===== src/rtl/game_ctrl_sm_if.sv =====
// game_ctrl_sm_if: control/status bundle between the game-flow controller and the play field.
interface game_ctrl_sm_if #(
    parameter int max_lives_p   = 5,
    parameter int num_enemies_p = 55,
    parameter int waves_p       = 4,
    parameter int score_width_p = 16
);
    logic                               frame, start, player_was_hit, enemy_was_hit, enemies_landed, ready;
    logic [2:0]                         state;
    logic [$clog2(max_lives_p+1)-1:0]   lives;
    logic [score_width_p-1:0]           score;
    logic [$clog2(waves_p)-1:0]         wave;
    logic [$clog2(num_enemies_p+1)-1:0] enemies_left;
    logic                               player_en, enemy_en, wave_reset, valid;
    modport master (
        input  frame, start, player_was_hit, enemy_was_hit, enemies_landed, ready,
        output state, lives, score, wave, enemies_left, player_en, enemy_en, wave_reset, valid
    );
    modport slave (
        output frame, start, player_was_hit, enemy_was_hit, enemies_landed, ready,
        input  state, lives, score, wave, enemies_left, player_en, enemy_en, wave_reset, valid
    );
endinterface


===== src/rtl/game_ctrl_sm.sv =====
// game_ctrl_sm: game-flow controller tracking lives, score, wave and enemies; final score leaves via valid/ready.
module game_ctrl_sm #(
    parameter int lives_p          = 3,
    parameter int max_lives_p      = 5,
    parameter int num_enemies_p    = 55,
    parameter int waves_p          = 4,
    parameter int score_width_p    = 16,
    parameter int points_p         = 10,
    parameter int respawn_frames_p = 60,
    parameter int clear_frames_p   = 90
) (
    input logic clk,
    input logic rst,
    game_ctrl_sm_if.master bus
);
    localparam int lw = $clog2(max_lives_p + 1);
    localparam int ew = $clog2(num_enemies_p + 1);
    localparam int ww = $clog2(waves_p);
    localparam int tw = $clog2((respawn_frames_p > clear_frames_p ? respawn_frames_p : clear_frames_p) + 1);
    localparam logic [2:0] st_attract = 3'd0;
    localparam logic [2:0] st_play    = 3'd1;
    localparam logic [2:0] st_respawn = 3'd2;
    localparam logic [2:0] st_clear   = 3'd3;
    localparam logic [2:0] st_over    = 3'd4;
    logic [2:0]               state;
    logic [lw-1:0]            lives;
    logic [score_width_p-1:0] score;
    logic [ww-1:0]            wave;
    logic [ew-1:0]            enemies_left;
    logic [tw-1:0]            timer;
    logic                     wave_reset;
    logic [score_width_p:0]   sum;
    logic                     hit_ok;
    assign sum    = {1'b0, score} + (score_width_p + 1)'(points_p);
    assign hit_ok = bus.enemy_was_hit && enemies_left != '0;
    assign bus.state        = state;
    assign bus.lives        = lives;
    assign bus.score        = score;
    assign bus.wave         = wave;
    assign bus.enemies_left = enemies_left;
    assign bus.wave_reset   = wave_reset;
    assign bus.player_en    = state == st_play;
    assign bus.enemy_en     = state == st_play;
    assign bus.valid        = state == st_over;
    always_ff @(posedge clk or posedge rst)
        if (rst) begin
            state        <= st_attract;
            lives        <= '0;
            score        <= '0;
            wave         <= '0;
            enemies_left <= '0;
            timer        <= '0;
            wave_reset   <= 1'b0;
        end else begin
            wave_reset <= 1'b0;
            case (state)
                st_attract: if (bus.start) begin
                    lives        <= lw'(lives_p);
                    score        <= '0;
                    wave         <= '0;
                    enemies_left <= ew'(num_enemies_p);
                    wave_reset   <= 1'b1;
                    state        <= st_play;
                end
                st_play: begin
                    // enemy hit is scored even when a higher-priority event wins the transition
                    if (hit_ok) begin
                        score        <= sum[score_width_p] ? '1 : sum[score_width_p-1:0];
                        enemies_left <= enemies_left - ew'(1);
                    end
                    if (bus.enemies_landed) begin
                        lives <= '0;
                        state <= st_over;
                    end else if (bus.player_was_hit) begin
                        lives <= lives - lw'(1);
                        timer <= tw'(respawn_frames_p);
                        state <= lives == lw'(1) ? st_over : st_respawn;
                    end else if (hit_ok && enemies_left == ew'(1)) begin
                        timer <= tw'(clear_frames_p);
                        state <= st_clear;
                    end
                end
                st_respawn: if (bus.frame) begin
                    timer <= timer - tw'(1);
                    if (timer == tw'(1)) begin
                        timer <= tw'(clear_frames_p);
                        state <= enemies_left == '0 ? st_clear : st_play;
                    end
                end
                st_clear: if (bus.frame) begin
                    timer <= timer - tw'(1);
                    if (timer == tw'(1)) begin
                        wave         <= wave == ww'(waves_p - 1) ? '0 : wave + ww'(1);
                        lives        <= lives == lw'(max_lives_p) ? lives : lives + lw'(1);
                        enemies_left <= ew'(num_enemies_p);
                        wave_reset   <= 1'b1;
                        state        <= st_play;
                    end
                end
                st_over: if (bus.ready) state <= st_attract;
                default: state <= st_attract;
            endcase
        end
endmodule


===== src/flat_wrapper.sv =====
// flat-port wrapper written by rule: the top's interface ports become plain ports
module game_ctrl_sm_flat 
#(
    parameter int lives_p          = 3,
    parameter int max_lives_p      = 5,
    parameter int num_enemies_p    = 55,
    parameter int waves_p          = 4,
    parameter int score_width_p    = 16,
    parameter int points_p         = 10,
    parameter int respawn_frames_p = 60,
    parameter int clear_frames_p   = 90
)
  (clk, rst, bus_frame, bus_start, bus_player_was_hit, bus_enemy_was_hit, bus_enemies_landed, bus_ready, bus_state, bus_lives, bus_score, bus_wave, bus_enemies_left, bus_player_en, bus_enemy_en, bus_wave_reset, bus_valid);
  game_ctrl_sm_if #(.max_lives_p(max_lives_p), .num_enemies_p(num_enemies_p), .waves_p(waves_p), .score_width_p(score_width_p)) bus_i ();
  input logic clk;
  input logic rst;
  input wire logic [$bits(bus_i.frame)-1:0] bus_frame;
  input wire logic [$bits(bus_i.start)-1:0] bus_start;
  input wire logic [$bits(bus_i.player_was_hit)-1:0] bus_player_was_hit;
  input wire logic [$bits(bus_i.enemy_was_hit)-1:0] bus_enemy_was_hit;
  input wire logic [$bits(bus_i.enemies_landed)-1:0] bus_enemies_landed;
  input wire logic [$bits(bus_i.ready)-1:0] bus_ready;
  output wire logic [$bits(bus_i.state)-1:0] bus_state;
  output wire logic [$bits(bus_i.lives)-1:0] bus_lives;
  output wire logic [$bits(bus_i.score)-1:0] bus_score;
  output wire logic [$bits(bus_i.wave)-1:0] bus_wave;
  output wire logic [$bits(bus_i.enemies_left)-1:0] bus_enemies_left;
  output wire logic [$bits(bus_i.player_en)-1:0] bus_player_en;
  output wire logic [$bits(bus_i.enemy_en)-1:0] bus_enemy_en;
  output wire logic [$bits(bus_i.wave_reset)-1:0] bus_wave_reset;
  output wire logic [$bits(bus_i.valid)-1:0] bus_valid;
  assign bus_i.frame = bus_frame;
  assign bus_i.start = bus_start;
  assign bus_i.player_was_hit = bus_player_was_hit;
  assign bus_i.enemy_was_hit = bus_enemy_was_hit;
  assign bus_i.enemies_landed = bus_enemies_landed;
  assign bus_i.ready = bus_ready;
  assign bus_state = bus_i.state;
  assign bus_lives = bus_i.lives;
  assign bus_score = bus_i.score;
  assign bus_wave = bus_i.wave;
  assign bus_enemies_left = bus_i.enemies_left;
  assign bus_player_en = bus_i.player_en;
  assign bus_enemy_en = bus_i.enemy_en;
  assign bus_wave_reset = bus_i.wave_reset;
  assign bus_valid = bus_i.valid;
  game_ctrl_sm #(.lives_p(lives_p), .max_lives_p(max_lives_p), .num_enemies_p(num_enemies_p), .waves_p(waves_p), .score_width_p(score_width_p), .points_p(points_p), .respawn_frames_p(respawn_frames_p), .clear_frames_p(clear_frames_p)) u_core (.clk(clk), .rst(rst), .bus(bus_i));
endmodule

===== config.mk =====
export PLATFORM = sky130hd
export DESIGN_NAME = game_ctrl_sm_flat
export DESIGN_NICKNAME = d
export VERILOG_FILES = /design/src/rtl/game_ctrl_sm_if.sv /design/src/rtl/game_ctrl_sm.sv /design/src/flat_wrapper.sv
export SDC_FILE = /design/constraint.sdc
export NUM_CORES = 1
export LEC_CHECK = 0
export ABC_AREA = 0
export ABC_CLOCK_PERIOD_IN_PS = 2009
export BUFFER_PORTS_ARGS = -buffer_cell sky130_fd_sc_hd__buf_2
export CAP_MARGIN = 5
export CELL_PAD_IN_SITES_DETAIL_PLACEMENT = 0
export CELL_PAD_IN_SITES_GLOBAL_PLACEMENT = 1
export CORE_UTILIZATION = 38
export DETAILED_ROUTE_END_ITERATION = 16
export GPL_TIMING_DRIVEN = 1
export HOLD_SLACK_MARGIN = 0.03
export PLACE_DENSITY_LB_ADDON = 0.2
export SLEW_MARGIN = 5
export SYNTH_ARGS = -nofsm -noshare
export SYNTH_HDL_FRONTEND = slang
export SYNTH_SLANG_ARGS = --single-unit

===== constraint.sdc =====
create_clock -name clk -period 2.01 [get_ports clk]
set_input_delay 0.5025 -clock clk [delete_from_list [all_inputs] [get_ports clk]]
set_output_delay 0.5025 -clock clk [all_outputs]
set_load 0.01 [all_outputs]

After elaboration in Yosys (flattened, before gate mapping) --
Index checks and enable logic that the tools add are counted.
Operators by class: reductions and logical operators 15, equality and inequality tests 21, muxes and demuxes 44, $add $sub $neg 6
Operators by type and width (number):
- 16-bit 2-to-1 mux | 3
- 3-bit 2-to-1 mux | 16
- 7-bit 2-to-1 mux | 6
- 16-bit case mux with 2 select lines | 1
- 6-bit 2-to-1 mux | 4
- 7-bit case mux with 3 select lines | 1
- 6-bit case mux with 3 select lines | 1
- 16-bit by 4-bit adder with 17-bit output, second input constant | 1
- 3-bit case mux with 5 select lines | 1
- 2-bit inequality test, second input constant | 6
- 2-bit 2-to-1 mux | 5
- 5-bit AND reduction | 2
- 3-bit case mux with 3 select lines | 1
- 7-bit by 1-bit == test with 1-bit output, second input constant | 1
- 7-bit AND reduction | 1
- 7-bit by 1-bit subtractor with 7-bit output, second input constant | 1
- 3-bit by 1-bit == test with 1-bit output, second input constant | 2
- 3-bit by 2-bit == test with 1-bit output, second input constant | 2
- 3-bit == test, second input constant | 2
- 6-bit by 1-bit == test with 1-bit output, second input constant | 1
- 6-bit logical NOT | 1
- 2-bit by 1-bit inequality test with 1-bit output, second input constant | 3
- 6-bit AND reduction | 1
- 3-bit nonzero test | 2
- other kinds (17) | 21
Word-level totals: input port bits 8, register bits 38, output and inout port bits 34

Logic depth before layout (Yosys ltp) --
Gate-level depths: netlist of run 1.
word-level depth 7, gate-level depth with buffers 8

Worst setup path after synthesis of run 1 --
No wires, ideal clock.
path type register to register, start point register u_core.enemies_left[0] (netlist: u_core.bus.enemies_left[0]), end point register u_core.enemies_left[4] (netlist: u_core.bus.enemies_left[4]), slack -0.018 ns, setup time 0.132 ns, cell stages (with the launch flop) 7, required time 1.878 ns, data arrival time 1.896 ns, cells stage by stage dfrtp_1 > inv_1 > ha_1 > a211o_1 > a2111o_1 > o21ai_1 > or3b_1
On the way: cells in the longest elaborated chain, start to end 4, elaborated cells on any way between the ends 7, classes of those cells add/sub (1); eq/ne (1); mux (2); reduce/logical (3)
Ends and longest elaborated chain:
- from (decl) | RTL line game_ctrl_sm.sv:29 | logic [ew-1:0] enemies_left;
- from (signal assigned) | RTL line game_ctrl_sm.sv:61 | enemies_left <= ew'(num_enemies_p);
- from (signal assigned) | RTL line game_ctrl_sm.sv:69 | enemies_left <= enemies_left - ew'(1);
- from (signal assigned) | RTL line game_ctrl_sm.sv:95 | enemies_left <= ew'(num_enemies_p);
- branches (longest 4 deep; another with 6-bit by 1-bit subtractor with 6-bit output)
Several ways; the timed one is not identified. The select of a mux whose other input is x is not followed. A chain may end at the register's enable or synchronous reset.

Worst setup path after layout of run 1 --
start point register u_core.enemies_left[1] (netlist: u_core.bus.enemies_left[1]), end point register u_core.enemies_left[4] (netlist: u_core.bus.enemies_left[4])
The elaborated chain is that of the path after synthesis.

==> results of run 1 <==
[path summary, 6_finish.rpt]
check	from	endpoint	slack (ns)	cells past startpoint
worst max-delay path	u_core.bus.enemies_left[1]	u_core.bus.enemies_left[4]	0.05	6
max in group asynchronous	rst	u_core.bus.state[0]	1.32	3
worst min-delay path	rst	u_core.bus.score[5]	0.32	3
worst min register to register	u_core.bus.score[0]	u_core.bus.score[0]	0.53	1
min in group clk	bus_ready	u_core.bus.state[2]	0.44	2
worst max register to register	u_core.bus.enemies_left[1]	u_core.bus.enemies_left[4]	0.05	6
[worst min-delay path, stage by stage]
cell	delay, ns
sky130_fd_sc_hd__buf_2	0.09
sky130_fd_sc_hd__inv_1	0.04
sky130_fd_sc_hd__buf_4	0.42
[layout by cell type (no fill, tap or decap), types with 3 or more instances in the layout]
| cell type | netlist | layout |
|---|---|---|
| sky130_fd_sc_hd__a21o_1 | 4 | 4 |
| sky130_fd_sc_hd__nand2_1 | 23 | 23 |
| sky130_fd_sc_hd__mux2_2 | 3 | 3 |
| sky130_fd_sc_hd__a31oi_1 | 7 | 6 |
| sky130_fd_sc_hd__clkbuf_8 | 0 | 6 |
| sky130_fd_sc_hd__a21bo_2 | 6 | 6 |
| sky130_fd_sc_hd__nor2_1 | 14 | 14 |
| sky130_fd_sc_hd__nand2b_1 | 5 | 5 |
| sky130_fd_sc_hd__buf_4 | 1 | 42 |
| sky130_fd_sc_hd__and3_1 | 3 | 3 |
| sky130_fd_sc_hd__nand4_1 | 6 | 6 |
| sky130_fd_sc_hd__buf_12 | 0 | 3 |
| sky130_fd_sc_hd__nand3_1 | 11 | 10 |
| sky130_fd_sc_hd__inv_1 | 21 | 20 |
| sky130_fd_sc_hd__ha_1 | 9 | 8 |
| sky130_fd_sc_hd__mux2i_1 | 4 | 4 |
| sky130_fd_sc_hd__buf_2 | 3 | 41 |
| sky130_fd_sc_hd__nor3_1 | 7 | 7 |
| sky130_fd_sc_hd__o21ai_0 | 25 | 24 |
| sky130_fd_sc_hd__a22o_1 | 14 | 14 |
| sky130_fd_sc_hd__dfrtp_1 | 38 | 36 |
| sky130_fd_sc_hd__and2_1 | 3 | 3 |
| sky130_fd_sc_hd__a21oi_1 | 12 | 12 |
[state kept, by name, indices dropped and copies added (netlist names)]
signal                   count
u_core.bus.lives             3
u_core.bus.wave              2
u_core.timer                 7
u_core.bus.score            16
u_core.bus.wave_reset        1
u_core.bus.state             3
u_core.bus.enemies_left      6
[metal layers]
layer | vias to the layer above | track usage (%) | wire, um | share of wire (%)
met2 | 59 | 33.11 | 3039 | 47
met4 | 0 | 6.964 | 71 | 1.1
met1 | 1142 | 28.62 | 3101 | 48
met3 | 8 | 3.820 | 283 | 4.4
li1 | 1151 | - | - | -
met5 | - | 0 | 0 | 0
[power breakdown]
part           internal [mW]  total (mW)  switching [mW]
combinational           1.30        2.70            1.39
clock                  0.277       0.566           0.288
sequential             0.979        1.21           0.233
[per-stage QoR]
step / util, % / total power, mW / cell area, sq um
floorplan: - / 2.641 / 2386
global placement: 49.21 / 3.679 / 2948
detailed placement: 49.21 / 3.700 / 2948
CTS: 50.79 / 4.291 / 3043
global route: 53.05 / 4.845 / 3178
finish: 53.05 / 4.473 / 3178
[what timing repair did]
action | in CTS | in global routing
gates cloned | 0 | 1
pin swaps | 0 | 6
resized for setup | 3 | 11
setup endpoints to repair | 2 | 13
buffers inserted | 0 | 9
hold endpoints to repair | 0 | 0
[logic make-up after synthesis]
logic type / Yosys count / share of synthesized area (%)
AO/OA/AOI/OAI: 94 / 28.03
AND/OR/NAND/NOR: 85 / 18.69
flip-flops: 38 / 39.89
buffers and inverters: 31 / 5.197
adder cells (fa/ha/maj): 9 / 4.724
multiplexers: 7 / 3.097
XOR/XNOR: 1 / 0.3675
[cell type report]
class / count / area, sq um / share of cell area, %
multi-input cells: 197 / 1378 / 43.35
flip-flops and latches: 38 / 953.4 / 30.00
clock buffers: 7 / 86.33 / 2.717
clock inverters: 1 / 5.005 / 0.1575
repair buffers: 86 / 580.6 / 18.27
well taps: 75 / 93.84 / 2.953
inverters: 21 / 81.33 / 2.559
==> impl_metrics.prom, run 1 <==
# TYPE chip_impl_metric gauge
chip_impl_info{name="tritoncts",value="built"} 1
chip_impl_metric{name="synth.cell_area",unit="sq mm"} 0.002384
chip_impl_metric{name="max-slew-margin-rel",unit="%"} 66.48
chip_impl_info{name="ys.flop_type",value="sky130_fd_sc_hd__dfrtp_1"} 1
chip_impl_metric{name="route.detailed.drc",unit=""} 0
chip_impl_metric{name="globalRouteTotalUtil",unit="%"} 20.94
chip_impl_metric{name="wl_per_cell",unit="um"} 15.28
chip_impl_info{name="yosys.area.top_type",value="sky130_fd_sc_hd__dfrtp_1"} 1
chip_impl_metric{name="synth.avg_cell_area",unit="sq um"} 8.994
chip_impl_metric{name="postSynthRegisterBits",unit=""} 38
chip_impl_metric{name="placedCellCount",unit=""} 407
chip_impl_info{name="yosys-top-cells-count",value="38 x sky130_fd_sc_hd__dfrtp_1, 25 x sky130_fd_sc_hd__o21ai_0, 23 x sky130_fd_sc_hd__nand2_1"} 1
chip_impl_metric{name="drt.antenna.violating_nets",unit=""} 0
chip_impl_metric{name="clock_transition_time_at_the_flip_flop_clock_pins_of_the_worst_setup_and_hold_paths",unit="ns"} 0.08
chip_impl_metric{name="start_util",unit="%"} 39.79
chip_impl_metric{name="synth.top_cell.area_share",unit="%"} 39.90
chip_impl_metric{name="fin_skew",unit="ns"} 0.007244
chip_impl_metric{name="ys_async_rst_share",unit="%"} 100.0
chip_impl_metric{name="synth.lib_cells_used.distinct",unit=""} 53
chip_impl_metric{name="stdcell_count",unit=""} 425
chip_impl_metric{name="num_io_pins",unit=""} 42
chip_impl_metric{name="nets",unit=""} 366
chip_impl_metric{name="power_leakage",unit="nW"} 1.507
chip_impl_metric{name="max-vdd-ir-drop",unit="V"} 0.0007789
chip_impl_metric{name="design.die.area",unit="sq mm"} 0.006593
chip_impl_info{name="synthTopCellsByArea",value="sky130_fd_sc_hd__dfrtp_1 40%, sky130_fd_sc_hd__o21ai_0 5.2%, sky130_fd_sc_hd__a22o_1 5.1%"} 1
chip_impl_info{name="worstSetupPathType",value="reg -> reg"} 1
chip_impl_metric{name="fin_hold_ws",unit="ns"} 0.3181
chip_impl_info{name="run_status",value="complete, no violations"} 1
chip_impl_info{name="cpLargestDelayFamily",value="compound AO/OA/AOI/OAI gates"} 1
chip_impl_info{name="worstHoldPathType",value="in -> async"} 1
chip_impl_info{name="worstSetupEndpointType",value="flip-flop"} 1
chip_impl_metric{name="post-dp-hpwl",unit="um"} 4489
chip_impl_metric{name="layout_worst_path_cycle_share",unit="%"} 97.36
chip_impl_metric{name="die-height",unit="um"} 81.20
chip_impl_metric{name="cp.buffers_inverters",unit=""} 1
chip_impl_info{name="cpMaxStageDelayCell",value="sky130_fd_sc_hd__a2111o_1"} 1
chip_impl_metric{name="cts_max_level",unit=""} 2
chip_impl_metric{name="worstPathMaxFanout",unit=""} 3
chip_impl_info{name="synth_most_common_cell",value="sky130_fd_sc_hd__dfrtp_1"} 1
chip_impl_metric{name="largest_net_degree_at_the_start_of_global_routing",unit=""} 39
chip_impl_metric{name="min_period",unit="ns"} 1.957
chip_impl_metric{name="hold_viol_final",unit=""} 0
chip_impl_metric{name="setup_violations",unit=""} 0
chip_impl_metric{name="sequential_to_total_area_share_from_yosys_stat",unit="%"} 39.90
chip_impl_metric{name="synth_enable_flop_cells",unit=""} 0
chip_impl_metric{name="global_route_wire_length_before_repair",unit="um"} 10560
chip_impl_info{name="worst_path_cell_trace",value="inv_1, ha_2, a211o_1, a2111o_1, o21ai_1, or3b_1"} 1
chip_impl_metric{name="slew_viol_final",unit=""} 0
chip_impl_metric{name="setup_ws",unit="ns"} 0.05305
chip_impl_metric{name="maxCapViolations",unit=""} 0
chip_impl_metric{name="detail_route.vias_per_cell",unit=""} 5.553
chip_impl_metric{name="insertedDiodeCount",unit=""} 0
chip_impl_metric{name="placementRows",unit=""} 28
chip_impl_metric{name="global_route.overflow_total",unit=""} 0
chip_impl_metric{name="wp_data_required",unit="ns"} 2.18
chip_impl_metric{name="clockBufferDepth",unit=""} 2
chip_impl_metric{name="max_slew.worst_pin.slew",unit="ns"} 0.5027
chip_impl_metric{name="hold_buffers",unit=""} 0
chip_impl_metric{name="cts_sinks",unit=""} 38
chip_impl_metric{name="place.gp.congestion",unit=""} 0.8299
chip_impl_metric{name="die_width",unit="um"} 81.20
chip_impl_metric{name="routed_wirelength",unit="um"} 6495
chip_impl_metric{name="fmax",unit="MHz"} 511.0
chip_impl_metric{name="critical-path-max-stage-delay",unit="ns"} 0.44
chip_impl_metric{name="cell_count_after_synthesis",unit=""} 265
chip_impl_info{name="worstSetupStartpointType",value="flip-flop"} 1
chip_impl_metric{name="via_count_of_the_first_global_routing_pass",unit=""} 2187
chip_impl_metric{name="port-buffer-count",unit=""} 41
chip_impl_metric{name="drt-pass1-iter-count",unit=""} 4
chip_impl_metric{name="clock_insertion_delay_worst_skew",unit="ns"} 0.29
chip_impl_metric{name="mappedNetlistNets",unit=""} 282
chip_impl_metric{name="final.fill_count",unit=""} 583
chip_impl_metric{name="detail_route.iter0.violations",unit=""} 137
chip_impl_metric{name="drive_above_1_share",unit="%"} 34.29
chip_impl_metric{name="dr_vias",unit=""} 2360
chip_impl_metric{name="setup-tns-final",unit="ns"} 0
chip_impl_metric{name="power.density",unit="mW/mm^2"} 1408
chip_impl_metric{name="antenna_violations_before_repair",unit=""} 0
chip_impl_metric{name="areaGrowthSynthToFinish",unit="%"} 33.33
chip_impl_metric{name="count_of_warnings_emitted_by_yosys",unit=""} 0
chip_impl_metric{name="cts-buffers-inserted",unit=""} 5
chip_impl_metric{name="area_of_the_core",unit="sq mm"} 0.005991
chip_impl_info{name="clk_root_buffer_cell",value="sky130_fd_sc_hd__clkbuf_8"} 1
chip_impl_info{name="grt_setup_unrepaired",value="false"} 1
chip_impl_metric{name="place_worst_setup_slack",unit="ns"} 0.04204
chip_impl_metric{name="worst_ep_arrival_time",unit="ns"} 2.13
Power figures use the tool's default switching activity.
==> run 2, diff against run 1 <==
--- a/config.mk
+++ b/config.mk
@@ -5,13 +5,13 @@
 export SDC_FILE = /design/constraint.sdc
 export NUM_CORES = 1
 export LEC_CHECK = 0
-export ABC_AREA = 0
+export ABC_AREA = 1
 export ABC_CLOCK_PERIOD_IN_PS = 2009
 export BUFFER_PORTS_ARGS = -buffer_cell sky130_fd_sc_hd__buf_2
 export CAP_MARGIN = 5
 export CELL_PAD_IN_SITES_DETAIL_PLACEMENT = 0
 export CELL_PAD_IN_SITES_GLOBAL_PLACEMENT = 1
-export CORE_UTILIZATION = 38
+export CORE_UTILIZATION = 37
 export DETAILED_ROUTE_END_ITERATION = 16
 export GPL_TIMING_DRIVEN = 1
 export HOLD_SLACK_MARGIN = 0.03
==> impl_metrics.prom, run 2 <==
# TYPE chip_impl_metric gauge
chip_impl_metric{name="max_slew.worst_pin.slew",unit="ns"} 0.5178
chip_impl_metric{name="areaGrowthSynthToFinish",unit="%"} 15.59
chip_impl_metric{name="final.fill_count",unit=""} 685
chip_impl_info{name="cpMaxStageDelayCell",value="sky130_fd_sc_hd__dfrtp_1"} 1
chip_impl_info{name="yosys.area.top_type",value="sky130_fd_sc_hd__dfrtp_1"} 1
chip_impl_info{name="tritoncts",value="built"} 1
chip_impl_metric{name="die_width",unit="um"} 85.18
chip_impl_metric{name="synth_mux_area_share",unit="%"} 0
chip_impl_metric{name="nets",unit=""} 409
chip_impl_metric{name="count_of_warnings_emitted_by_yosys",unit=""} 0
chip_impl_metric{name="setup-tns-final",unit="ns"} 0
chip_impl_info{name="synthTopCellsByArea",value="sky130_fd_sc_hd__dfrtp_1 37%, sky130_fd_sc_hd__nand2_1 18%, sky130_fd_sc_hd__ha_1 4.4%"} 1
chip_impl_metric{name="place.gp.congestion",unit=""} 0.8073
chip_impl_metric{name="regArea",unit="sq um"} 952.2
chip_impl_info{name="clk_root_buffer_cell",value="sky130_fd_sc_hd__clkbuf_8"} 1
chip_impl_info{name="biggest_register",value="u_core.bus.score"} 1
chip_impl_metric{name="start_util",unit="%"} 39.20
chip_impl_metric{name="mappedNetlistNets",unit=""} 361
chip_impl_metric{name="max-slew-margin-rel",unit="%"} 65.48
chip_impl_metric{name="drt-pass1-iter-count",unit=""} 4
chip_impl_metric{name="via_count_of_the_first_global_routing_pass",unit=""} 2188
chip_impl_metric{name="synth.cell_area",unit="sq mm"} 0.002560
chip_impl_metric{name="num_io_pins",unit=""} 42
chip_impl_metric{name="synth_xor_area_share",unit="%"} 4.448
chip_impl_metric{name="hold_viol_final",unit=""} 0
chip_impl_info{name="run_status",value="complete, no violations"} 1
chip_impl_metric{name="fmax",unit="MHz"} 522.5
chip_impl_metric{name="dr_vias",unit=""} 2320
chip_impl_metric{name="clock_insertion_delay_worst_skew",unit="ns"} 0.30
chip_impl_metric{name="fin_hold_ws",unit="ns"} 0.3229
chip_impl_metric{name="power.density",unit="mW/mm^2"} 1451
chip_impl_metric{name="cts_sinks",unit=""} 38
chip_impl_metric{name="cts-buffers-inserted",unit=""} 5
chip_impl_metric{name="synth.top_cell.area_share",unit="%"} 37.15
chip_impl_info{name="reg.largest.list",value="u_core.bus.score: 16 flops, u_core.timer: 7 flops, u_core.bus.enemies_left: 6 flops"} 1
chip_impl_metric{name="min_period",unit="ns"} 1.914
chip_impl_metric{name="route.detailed.drc",unit=""} 0
chip_impl_metric{name="worstPathMaxFanout",unit=""} 9
chip_impl_info{name="worstSetupStartpointType",value="flip-flop"} 1
chip_impl_metric{name="synth.avg_cell_area",unit="sq um"} 7.442
chip_impl_metric{name="drive_above_1_share",unit="%"} 22.14
chip_impl_info{name="worstSetupPathType",value="reg -> out"} 1
chip_impl_metric{name="post_synth_adder_cell_area",unit="%"} 4.399
chip_impl_metric{name="routed_wirelength",unit="um"} 5955
chip_impl_metric{name="ys_async_rst_share",unit="%"} 100.0
chip_impl_info{name="worstHoldPathType",value="in -> async"} 1
chip_impl_metric{name="cts.repair_timing.setup_buffer_count",unit=""} 0
chip_impl_info{name="final_common_cell",value="sky130_fd_sc_hd__nand2_1"} 1
chip_impl_metric{name="setup_violations",unit=""} 0
chip_impl_metric{name="global_route_wire_length_before_repair",unit="um"} 10380
chip_impl_metric{name="slew_viol_final",unit=""} 0
chip_impl_info{name="synth_most_common_cell",value="sky130_fd_sc_hd__nand2_1"} 1
chip_impl_metric{name="postSynthRegisterBits",unit=""} 38
chip_impl_metric{name="clockBufferDepth",unit=""} 2
chip_impl_metric{name="largest_net_degree_at_the_start_of_global_routing",unit=""} 39
chip_impl_metric{name="detail_route.vias_per_cell",unit=""} 4.936
chip_impl_metric{name="sequential_to_total_area_share_from_yosys_stat",unit="%"} 37.15
chip_impl_metric{name="max-vdd-ir-drop",unit="V"} 0.0005110
chip_impl_metric{name="clock_transition_time_at_the_flip_flop_clock_pins_of_the_worst_setup_and_hold_paths",unit="ns"} 0.08
chip_impl_metric{name="fin_skew",unit="ns"} 0.008850
chip_impl_metric{name="post-route-cell-area",unit="sq mm"} 0.002959
chip_impl_metric{name="detail_route.iter0.violations",unit=""} 140
chip_impl_info{name="yosys-top-cells-count",value="125 x sky130_fd_sc_hd__nand2_1, 38 x sky130_fd_sc_hd__dfrtp_1, 30 x sky130_fd_sc_hd__inv_1"} 1
chip_impl_metric{name="synth.lib_cells_used.distinct",unit=""} 36
chip_impl_info{name="combinational_family_with_the_most_area_after_synthesis",value="simple AND/OR/NAND/NOR gates"} 1
chip_impl_metric{name="globalRouteTotalUtil",unit="%"} 17.99
chip_impl_metric{name="placementRows",unit=""} 29
chip_impl_info{name="grt_setup_unrepaired",value="false"} 1
chip_impl_metric{name="maxCapViolations",unit=""} 0
chip_impl_info{name="worstSetupEndpointType",value="primary output"} 1
chip_impl_metric{name="util_after_layout",unit="%"} 45.31
chip_impl_metric{name="synth_simple_gate_area_share",unit="%"} 37.68
chip_impl_metric{name="wp_data_required",unit="ns"} 1.51
chip_impl_metric{name="antenna_violations_before_repair",unit=""} 0
chip_impl_metric{name="cts_max_level",unit=""} 2
chip_impl_metric{name="power_leakage",unit="nW"} 1.592
chip_impl_metric{name="multiInputGateArea",unit="sq mm"} 0.001433
chip_impl_metric{name="critical-path-max-stage-delay",unit="ns"} 0.51
chip_impl_metric{name="max_reg_flops",unit=""} 16
chip_impl_info{name="worst_path_cell_trace",value="nor2_4, nand2_4, inv_6, buf_2"} 1
chip_impl_metric{name="worst_ep_arrival_time",unit="ns"} 1.41
chip_impl_info{name="ys.flop_type",value="sky130_fd_sc_hd__dfrtp_1"} 1
chip_impl_metric{name="insertedDiodeCount",unit=""} 0
chip_impl_metric{name="die-height",unit="um"} 85.18
chip_impl_metric{name="layout_worst_path_cycle_share",unit="%"} 95.21
chip_impl_metric{name="port-buffer-count",unit=""} 41
chip_impl_metric{name="design.die.area",unit="sq mm"} 0.007256
chip_impl_metric{name="drt.antenna.violating_nets",unit=""} 0
chip_impl_info{name="layout.cells.most_common_list",value="125 x sky130_fd_sc_hd__nand2_1, 41 x sky130_fd_sc_hd__buf_2, 37 x sky130_fd_sc_hd__dfrtp_1, 30 x sky130_fd_sc_hd__inv_1, 22 x sky130_fd_sc_hd__nor2_1"} 1
chip_impl_metric{name="hold_buffers",unit=""} 0
chip_impl_metric{name="wl_per_cell",unit="um"} 12.67
chip_impl_metric{name="synth_enable_flop_cells",unit=""} 0
chip_impl_metric{name="post-dp-hpwl",unit="um"} 4365
chip_impl_metric{name="compound_cell_area_share_of_the_yosys_netlist",unit="%"} 9.433
chip_impl_metric{name="global_route.overflow_total",unit=""} 0
chip_impl_metric{name="placement.cell_area",unit="sq mm"} 0.002849
chip_impl_metric{name="area_of_the_core",unit="sq mm"} 0.006531
chip_impl_metric{name="cell_count_after_synthesis",unit=""} 344
run 2: cell count changes in the layout (fill, tap and decap cells not counted), moves of 9 or more:
| cell | before | now |
|---|---|---|
| sky130_fd_sc_hd__nand2_1 | 23 | 125 |
| sky130_fd_sc_hd__buf_4 | 42 | 2 |
| sky130_fd_sc_hd__a22o_1 | 14 | 0 |
| sky130_fd_sc_hd__o21ai_0 | 24 | 12 |
| sky130_fd_sc_hd__nand3_1 | 10 | 21 |
| sky130_fd_sc_hd__inv_1 | 20 | 30 |
| sky130_fd_sc_hd__xor2_1 | 1 | 10 |
run 2: cells by family after synthesis:
kind of cell,Yosys count
buf+inv,39
xor+xnor,13
fa+ha+maj,9
simple gates,206
compound gates,39
flops,38
run 2: worst max-delay path: cells and delay by family, from the launching register on:
kind                   cells  cell delay, ns
and+or+nand+nor            2            0.35
DFF                        1            0.51
buffers and inverters      2            0.26
run 2: where the power goes:
group,internal [mW],total [mW],switching (mW)
clock,0.366,0.654,0.288
sequential,1.02,1.33,0.313
combinational,0.819,2.30,1.48
run 2: metrics by stage:
| step | setup slack (ns) | total power [mW] | cells |
|---|---|---|---|
| 6_report | 0.09630 | 4.292 | 470 |
| 2_1_floorplan | 0.4590 | 3.089 | 344 |
| 3_5_place_dp | 0.3289 | 3.666 | 462 |
| 5_1_grt | 0.03236 | 4.739 | 470 |
| 3_3_place_gp | 0.3695 | 3.668 | 462 |
| 4_1_cts | 0.02067 | 4.350 | 470 |
run 2: final timing paths:
check / startpoint / end / slack, ns / cells past startpoint
worst max register to register: u_core.bus.score[1] / u_core.bus.score[15] / 0.33 / 8
max in group asynchronous: rst / u_core.bus.state[0] / 1.32 / 3
worst min-delay path: rst / u_core.bus.enemies_left[4] / 0.32 / 3
worst min register to register: u_core.timer[1] / u_core.timer[1] / 0.52 / 2
min in group clk: bus_ready / u_core.bus.state[2] / 0.49 / 4
worst max-delay path: u_core.bus.state[1] / bus_player_en / 0.1 / 4
run 2: repair_timing:
action,4_1_cts,5_1_grt
hold endpoints to repair,0,0
resized for setup,0,1
endpoints found under the setup margin,0,2
run 2: layer usage:
layer | up-vias | global-route usage [%] | part of all wire, %
li1 | 1201 | - | -
met1 | 1068 | 24.80 | 50
met2 | 44 | 28.89 | 46
met3 | 7 | 3.307 | 2.9
met4 | 0 | 5.085 | 1.2
met5 | - | 0 | 0
run 2: cell type report:
class / instances / share of cell area, %
flip-flops and latches: 38 / 32.18
multi-input cells: 267 / 48.41
clock buffers: 5 / 2.326
inverters: 37 / 5.032
well taps: 77 / 3.256
clock inverters: 3 / 1.353
repair buffers: 43 / 7.442
==> run 3, diff against run 2 <==
--- a/config.mk
+++ b/config.mk
@@ -11,6 +11,7 @@
 export CAP_MARGIN = 5
 export CELL_PAD_IN_SITES_DETAIL_PLACEMENT = 0
 export CELL_PAD_IN_SITES_GLOBAL_PLACEMENT = 1
+export CORE_MARGIN = 3
 export CORE_UTILIZATION = 37
 export DETAILED_ROUTE_END_ITERATION = 16
 export GPL_TIMING_DRIVEN = 1
@@ -20,3 +21,4 @@
 export SYNTH_ARGS = -nofsm -noshare
 export SYNTH_HDL_FRONTEND = slang
 export SYNTH_SLANG_ARGS = --single-unit
+export TNS_END_PERCENT = 20
==> impl_metrics.prom, run 3 (synthesized netlist as in run 2, its figures left out) <==
# TYPE chip_impl_metric gauge
chip_impl_metric{name="max-vdd-ir-drop",unit="V"} 0.0004781
chip_impl_metric{name="drt-pass1-iter-count",unit=""} 4
chip_impl_metric{name="worst_ep_arrival_time",unit="ns"} 1.41
chip_impl_metric{name="wp_data_required",unit="ns"} 1.51
chip_impl_info{name="reg.largest.list",value="u_core.bus.score: 16 flops, u_core.timer: 7 flops, u_core.bus.enemies_left: 6 flops"} 1
chip_impl_metric{name="critical-path-max-stage-delay",unit="ns"} 0.51
chip_impl_metric{name="place.gp.congestion",unit=""} 0.7986
chip_impl_metric{name="cts_max_level",unit=""} 2
chip_impl_metric{name="maxCapViolations",unit=""} 0
chip_impl_metric{name="groute.layer.met1.usage",unit="%"} 22.93
chip_impl_metric{name="hold_viol_final",unit=""} 0
chip_impl_metric{name="cts-buffers-inserted",unit=""} 5
chip_impl_metric{name="power.density",unit="mW/mm^2"} 1427
chip_impl_metric{name="gr-usage-met2",unit="%"} 26.52
chip_impl_metric{name="area_of_the_core",unit="sq mm"} 0.006531
chip_impl_metric{name="setup_ws",unit="ns"} 0.1023
chip_impl_metric{name="dr_vias",unit=""} 2253
chip_impl_metric{name="fmax",unit="MHz"} 524.2
chip_impl_info{name="grt_setup_unrepaired",value="false"} 1
chip_impl_info{name="cpLargestDelayFamily",value="flip-flops"} 1
chip_impl_metric{name="globalRouteTotalUtil",unit="%"} 16.48
chip_impl_metric{name="drt.antenna.violating_nets",unit=""} 0
chip_impl_info{name="worstSetupPathType",value="reg -> out"} 1
chip_impl_metric{name="detail_route.iter0.violations",unit=""} 81
chip_impl_metric{name="die-height",unit="um"} 89.18
chip_impl_metric{name="min_period",unit="ns"} 1.908
chip_impl_info{name="worst_path_cell_trace",value="nor2_4, nand2_4, inv_6, buf_2"} 1
chip_impl_metric{name="num_io_pins",unit=""} 42
chip_impl_metric{name="util_after_layout",unit="%"} 45.10
chip_impl_info{name="worstHoldPathType",value="in -> async"} 1
chip_impl_metric{name="detail_route.vias_per_cell",unit=""} 4.794
chip_impl_info{name="biggest_register",value="u_core.bus.score"} 1
chip_impl_metric{name="setup-tns-final",unit="ns"} 0
chip_impl_metric{name="post-dp-hpwl",unit="um"} 4453
chip_impl_metric{name="insertedDiodeCount",unit=""} 0
chip_impl_info{name="global_route_hottest_layer",value="met2"} 1
chip_impl_metric{name="areaGrowthSynthToFinish",unit="%"} 15.05
chip_impl_metric{name="stdcell_count",unit=""} 470
chip_impl_metric{name="layout_worst_path_cycle_share",unit="%"} 94.91
chip_impl_metric{name="power_leakage",unit="nW"} 1.581
chip_impl_metric{name="place_worst_setup_slack",unit="ns"} 0.3326
chip_impl_info{name="final_common_cell",value="sky130_fd_sc_hd__nand2_1"} 1
chip_impl_metric{name="clock_insertion_delay_worst_skew",unit="ns"} 0.29
chip_impl_metric{name="worstPathMaxFanout",unit=""} 9
chip_impl_metric{name="die_width",unit="um"} 89.18
chip_impl_metric{name="antenna_violations_before_repair",unit=""} 0
chip_impl_info{name="layout.cells.most_common_list",value="125 x sky130_fd_sc_hd__nand2_1, 41 x sky130_fd_sc_hd__buf_2, 37 x sky130_fd_sc_hd__dfrtp_1, 30 x sky130_fd_sc_hd__inv_1, 22 x sky130_fd_sc_hd__nor2_1"} 1
chip_impl_info{name="cpMaxStageDelayCell",value="sky130_fd_sc_hd__dfrtp_1"} 1
chip_impl_info{name="clk_root_buffer_cell",value="sky130_fd_sc_hd__clkbuf_8"} 1
chip_impl_metric{name="drive_above_1_share",unit="%"} 22.14
chip_impl_metric{name="max_slew.worst_pin.slew",unit="ns"} 0.5073
chip_impl_metric{name="clock_transition_time_at_the_flip_flop_clock_pins_of_the_worst_setup_and_hold_paths",unit="ns"} 0.09
chip_impl_metric{name="slew_viol_final",unit=""} 0
chip_impl_info{name="worstSetupStartpointType",value="flip-flop"} 1
chip_impl_metric{name="setup_violations",unit=""} 0
chip_impl_metric{name="max-slew-margin-rel",unit="%"} 66.18
chip_impl_metric{name="cts_sinks",unit=""} 38
chip_impl_info{name="worstSetupEndpointType",value="primary output"} 1
chip_impl_metric{name="placedCellCount",unit=""} 462
chip_impl_metric{name="clockBufferDepth",unit=""} 2
chip_impl_metric{name="nets",unit=""} 409
chip_impl_metric{name="global_route.overflow_total",unit=""} 0
chip_impl_metric{name="global_route_wire_length_before_repair",unit="um"} 10340
chip_impl_metric{name="port-buffer-count",unit=""} 41
chip_impl_metric{name="start_util",unit="%"} 39.20
chip_impl_metric{name="fin_skew",unit="ns"} 0.008856
chip_impl_metric{name="largest_net_degree_at_the_start_of_global_routing",unit=""} 39
chip_impl_metric{name="wl_per_cell",unit="um"} 12.77
chip_impl_info{name="run_status",value="complete, no violations"} 1
chip_impl_metric{name="hold_buffers",unit=""} 0
chip_impl_metric{name="fin_hold_ws",unit="ns"} 0.3206
chip_impl_info{name="tritoncts",value="built"} 1
chip_impl_metric{name="placementRows",unit=""} 29
chip_impl_metric{name="cp.buffers_inverters",unit=""} 2
chip_impl_metric{name="max_reg_flops",unit=""} 16
chip_impl_metric{name="routed_wirelength",unit="um"} 6002
chip_impl_metric{name="via_count_of_the_first_global_routing_pass",unit=""} 2164
chip_impl_metric{name="design.die.area",unit="sq mm"} 0.007953
chip_impl_metric{name="route.detailed.drc",unit=""} 0
chip_impl_metric{name="grt_util_met3",unit="%"} 2.581
run 3: cell type report:
type | count | area [sq um]
clock buffers | 6 | 82.58
clock inverters | 2 | 12.51
fillers | 688 | 3586
inverters | 37 | 148.9
multi-input cells | 267 | 1433
flip-flops and latches | 38 | 952.2
well taps | 77 | 96.34
repair buffers | 43 | 220.2
run 3: through the flow:
stage                     power [mW]  area, sq um
final                          4.203         2945
after global routing           4.646         2945
after CTS                      4.264         2944
after detailed placement       3.668         2849
after global placement         3.666         2849
after floorplan                3.089         2560
run 3: power by group:
group / internal [mW] / leakage (nW) / switching (mW) / total [mW]
clock network: 0.276 / 0.0472 / 0.291 / 0.567
logic: 0.820 / 1.05 / 1.48 / 2.30
registers: 1.02 / 0.485 / 0.316 / 1.34
run 3: repair_timing:
action                     CTS  global route
setup endpoints to repair    0             2
resized for setup            0             1
hold endpoints to repair     0             0
buffers inserted             0             0
run 3: path summary, 6_finish.rpt:
path | start | endpoint | slack (ns) | cells past startpoint
worst min register to register | u_core.timer[1] | u_core.timer[1] | 0.51 | 2
max in group asynchronous | rst | u_core.bus.state[0] | 1.33 | 3
worst max-delay path | u_core.bus.state[1] | bus_player_en | 0.10 | 4
worst max register to register | u_core.bus.score[1] | u_core.bus.score[15] | 0.33 | 8
min in group clk | bus_ready | u_core.bus.state[2] | 0.49 | 4
worst min-delay path | rst | u_core.bus.state[2] | 0.32 | 3
run 3: per-layer routing:
layer  up-vias  wire length (um)
li1       1199                 -
met3         5               162
met2        34              2736
met1      1015              3049
met5         -                 0
met4         0                54
run 3: worst min-delay path, delay by kind of cell:
kind / cells / cell delay, ns
buf+inv: 3 / 0.55
